<file path="src/rtl/dff_pipe.sv">
// dff_pipe: DEPTH-stage enabled register pipeline. Each stage holds a WIDTH-bit
// data word and a valid flag; count is a registered popcount of the valid flags.
// Optional build macro DFF_PIPE_RESET_DATA_EN: when defined, rst also clears
// every data register to 0. When undefined, only the valid flags and count are
// reset, and the data registers keep their prior contents (or X after power-up).
module dff_pipe #(
    parameter int WIDTH = 1,
    parameter int DEPTH = 4
) (
    input  logic                       clk,
    input  logic                       rst,
    input  logic                       en,
    input  logic                       flush,
    input  logic [WIDTH-1:0]           in,
    input  logic                       in_valid,
    output logic [WIDTH-1:0]           out,
    output logic                       out_valid,
    output logic [$clog2(DEPTH+1)-1:0] count
);

    localparam int CW = $clog2(DEPTH + 1);

    logic [WIDTH-1:0] data [DEPTH];
    logic [DEPTH-1:0] valid;
    logic [DEPTH-1:0] valid_nxt;
    logic [CW-1:0]    count_nxt;

    // Next valid vector: flush clears everything, en shifts, otherwise hold.
    always_comb begin
        valid_nxt = valid;
        if (flush) begin
            valid_nxt = '0;
        end else if (en) begin
            valid_nxt[0] = in_valid;
            for (int k = 1; k < DEPTH; k++) begin
                valid_nxt[k] = valid[k-1];
            end
        end
    end

    // Population count of the next valid vector, so count tracks the flags edge for edge.
    always_comb begin
        count_nxt = '0;
        for (int k = 0; k < DEPTH; k++) begin
            count_nxt = count_nxt + CW'(valid_nxt[k]);
        end
    end

    // Valid flags and occupancy count; rst overrides flush and en.
    always_ff @(posedge clk) begin
        if (rst) begin
            valid <= '0;
            count <= '0;
        end else begin
            valid <= valid_nxt;
            count <= count_nxt;
        end
    end

`ifdef DFF_PIPE_RESET_DATA_EN
    // Data shift register, cleared by rst; flush does not touch data.
    always_ff @(posedge clk) begin
        if (rst) begin
            for (int k = 0; k < DEPTH; k++) begin
                data[k] <= '0;
            end
        end else if (en) begin
            data[0] <= in;
            for (int k = 1; k < DEPTH; k++) begin
                data[k] <= data[k-1];
            end
        end
    end
`else
    // Data shift register without reset; flush does not touch data.
    always_ff @(posedge clk) begin
        if (en) begin
            data[0] <= in;
            for (int k = 1; k < DEPTH; k++) begin
                data[k] <= data[k-1];
            end
        end
    end
`endif

    assign out       = data[DEPTH-1];
    assign out_valid = valid[DEPTH-1];

endmodule

</file>
<file path="config.mk">
export PLATFORM = sky130hd
export DESIGN_NAME = dff_pipe
export DESIGN_NICKNAME = d
export VERILOG_FILES = /design/src/rtl/dff_pipe.sv
export SDC_FILE = /design/constraint.sdc
export NUM_CORES = 1
export LEC_CHECK = 0
export CAP_MARGIN = 20
export CORE_AREA = 2 2 39 41
export CTS_CLUSTER_DIAMETER = 150
export DETAILED_ROUTE_END_ITERATION = 8
export DIE_AREA = 0 0 41 43
export SKIP_CTS_REPAIR_TIMING = 1
export SLEW_MARGIN = 15
export SYNTH_ARGS = -nofsm -noshare
export SYNTH_HDL_FRONTEND = slang
export SYNTH_SLANG_ARGS = --single-unit
</file>
<file path="constraint.sdc">
create_clock -name clk -period 1.8 [get_ports clk]
set_input_delay 0.27 -clock clk [delete_from_list [all_inputs] [get_ports clk]]
set_output_delay 0.27 -clock clk [all_outputs]
set_load 0.01 [all_outputs]
</file>
==> impl_metrics.py <==
metrics = {
    "pwr": {
        "p_per_area_nw_per_um2": 762,
        "p_int_mw": 0.375,
        "clkPwrFrac_pct": 34.2,
        "pwr-share-seq_pct": 57.4,
        "combPwrFrac_pct": 8.5,
        "p_leak_nw": 0.259,
        "p_switching_mw": 0.0929,
        "fin_total_pwr_mw": 0.468,
        "vdd_drop_max_mv": 0.379,
        "swShare_pct": 19.8,
    },
    "yosys": {
        "synthesis.nets": 40,
        "syn_area_per_cell_um2": 13.2,
        "syn-cell-area_um2": 408,
        "synth_edf_count": 4,
        "ys.warnings.count": 0,
        "synth_cell_types": 10,
        "yosys.area.top_type": "dfxtp_1",
        "ys_seq_area_share_pct": 63.8,
        "synth_ff_type": "dfxtp_1",
        "netlist_instances": 31,
        "yosysMostFrequentCell": "dfxtp_1",
        "synth_common_cells": "7 x dfxtp_1, 4 x edfxtp_1, 4 x mux2i_1, 4 x nor2_1, 4 x nor3_1",
        "synth_top_area_share_pct": 34.4,
        "async_flop_share_pct": 0,
        "synthTopCellsByArea": "dfxtp_1 34%, edfxtp_1 29%, mux2i_1 9.8%, ha_1 6.1%, fa_1 4.9%",
        "ys_ff_latch": 11,
    },
    "clock_network": {
        "cts_buffer_depth": 2,
        "htree_levels": 1,
        "cts_buffers": 3,
        "cts-root-buf": "clkbuf_4",
        "clk_pin_slew_ns": 0.07,
        "cts_tree": "yes",
        "clock_latency_ns": 0.26,
        "clock-sinks": 11,
    },
    "timing": {
        "setup_viol": 0,
        "timing.fmax_mhz": 575,
        "fin_ws_ns": 0.0617,
        "worstMarginPinSlew_ns": 0.244,
        "fin_crit_sh_pct": 96.6,
        "fin_worst_skew_ns": 0.00211,
        "hold_viol_final": 0,
        "min_period_ns": 1.74,
        "rsz0062_at_grt": "no",
        "slew_headroom_pct": 83.2,
        "holdWs_ns": 0.420,
        "slew_violations": 0,
    },
    "global_routing": {
        "grt_pass1_vias": 327,
        "grt_antenna_before_repair": 0,
        "grt_overflow": 0,
        "grt_max_degree": 8,
        "grt_usage_pct": 12.0,
        "grt_pass1_wl_um": 1370,
    },
    "drt": {
        "wl_per_cell_um": 11.2,
        "drt_iter0_drc": 2,
        "vias": 285,
        "via_per_inst": 4.38,
        "drc": 0,
        "drtAntennaViolNets": 0,
        "dr.pass1.iters": 3,
        "routed_wl_um": 731,
    },
    "floorplanning": {
        "rows": 14,
        "die_y_um": 43,
        "design.die.area_um2": 1760,
        "pin_count": 11,
        "initial_core_util_pct": 29.5,
        "die_width_um": 41,
        "fp.coreArea_um2": 1380,
    },
    "critical_path": {
        "critPathLaunch": "valid[2]",
        "start_kind": "flop",
        "crit_fanout": 2,
        "crit_chain": "mux2i_2, nor2_2, fa_1, ha_2, ha_4, nor2b_1",
        "rr_endpoint": "count[1]",
        "cpPeakStageDelay_ns": 0.55,
        "required_ns": 1.95,
        "cp_slowest_cell": "fa_1",
        "rrSetupSlack_ns": 0.06,
        "critPathCapture": "count[1]",
        "worstPathArrival_ns": 1.89,
        "reg2reg_depth": 6,
        "critPathKind": "reg -> reg",
        "timing.rr.start": "valid[2]",
        "setup.worst_path.end_class": "flop",
    },
    "place": {
        "dp_hpwl_um": 581,
        "gp_congestion": 0.728,
        "dpl.cell_count": 60,
        "io_buffers": 10,
        "place_ws_ns": -0.649,
    },
    "status": {
        "status": "complete, no violations",
    },
    "layout": {
        "area_delta_synth_final_pct": 50.6,
        "drive_gt1_share_pct": 30.6,
        "antenna_cells": 0,
        "nNetsFinal": 59,
        "fin_cells": 65,
    },
    "job": {
        "drv_cap": 0,
    },
    "min_path": {
        "hp-class": "reg -> reg",
    },
}
## power by group through the flow
stage               clock network, mW  registers, mW  logic (mW)
finish                          0.160          0.269      0.0397
global route                    0.186          0.269      0.0441
CTS                             0.171          0.269      0.0410
detailed placement                  0          0.274      0.0406
global placement                    0          0.274      0.0398
floorplan                           0          0.275      0.0132
## per-stage QoR
stage	instance area [um^2]	setup TNS, ns	util [%]
global route	614	0	44.4
floorplan	419	-0.00321	-
detailed placement	559	-1.75	40.4
finish	614	0	44.4
global placement	559	-1.59	40.4
CTS	586	-0.967	42.3
## layout by cell type (no fill, tap or decap), types with 2 or more instances in the layout
master	instances
buf_4	6
nor2_1	2
nor2b_1	3
nor2_2	2
mux2i_1	3
nor3_1	4
dlymetal6s2s_1	2
clkbuf_4	3
clkdlybuf4s50_1	7
dfxtp_1	7
edfxtp_1	4
## routing by layer
metal	track usage, %	up-vias	share of wire [%]
met5	0	-	0
met4	8.00	0	0.68
li1	-	141	-
met2	18.1	8	53
met1	13.9	134	41
met3	3.66	2	5.7
## cells by family (layout without fill, tap and decap cells)
| logic type | after synthesis | count (layout) | synth area share, % |
|---|---|---|---|
| buffers and inverters | 2 | 20 | 2.15 |
| multiplexers | 4 | 4 | 9.82 |
| adder cells (fa/ha/maj) | 3 | 3 | 11.0 |
| flip-flops | 11 | 11 | 63.8 |
| AND/OR/NAND/NOR | 11 | 11 | 13.2 |
## worst max-delay path: cells and delay by family, from the launching register on
kind	cells	cell delay, ns
fa+ha+maj	3	0.93
flops	1	0.33
mux	1	0.19
simple gates	2	0.18
## worst min path at each step
stage | endpoint | startpoint | cells past startpoint | slack, ns
floorplan | count[0] | rst | 1 | 0.34
global placement | data[3] | data[2] | 0 | 0.40
detailed placement | data[3] | data[2] | 0 | 0.41
CTS | data[3] | data[2] | 0 | 0.42
global route | data[2] | data[1] | 0 | 0.44
finish | data[3] | data[2] | 0 | 0.42
## layout make-up
cell class              instances  area (um^2)
fillers                       138          769
flip-flops and latches         11          260
multi-input cells              18          163
repair buffers                 16          145
clock buffers                   4         26.3
well taps                      16         20.0
## flip-flops by register name, summed over array words and instances, names as in the netlist
| name | flops |
|---|---|
| data | 4 |
| count | 3 |
| valid | 4 |
Power figures use the tool's default switching activity.
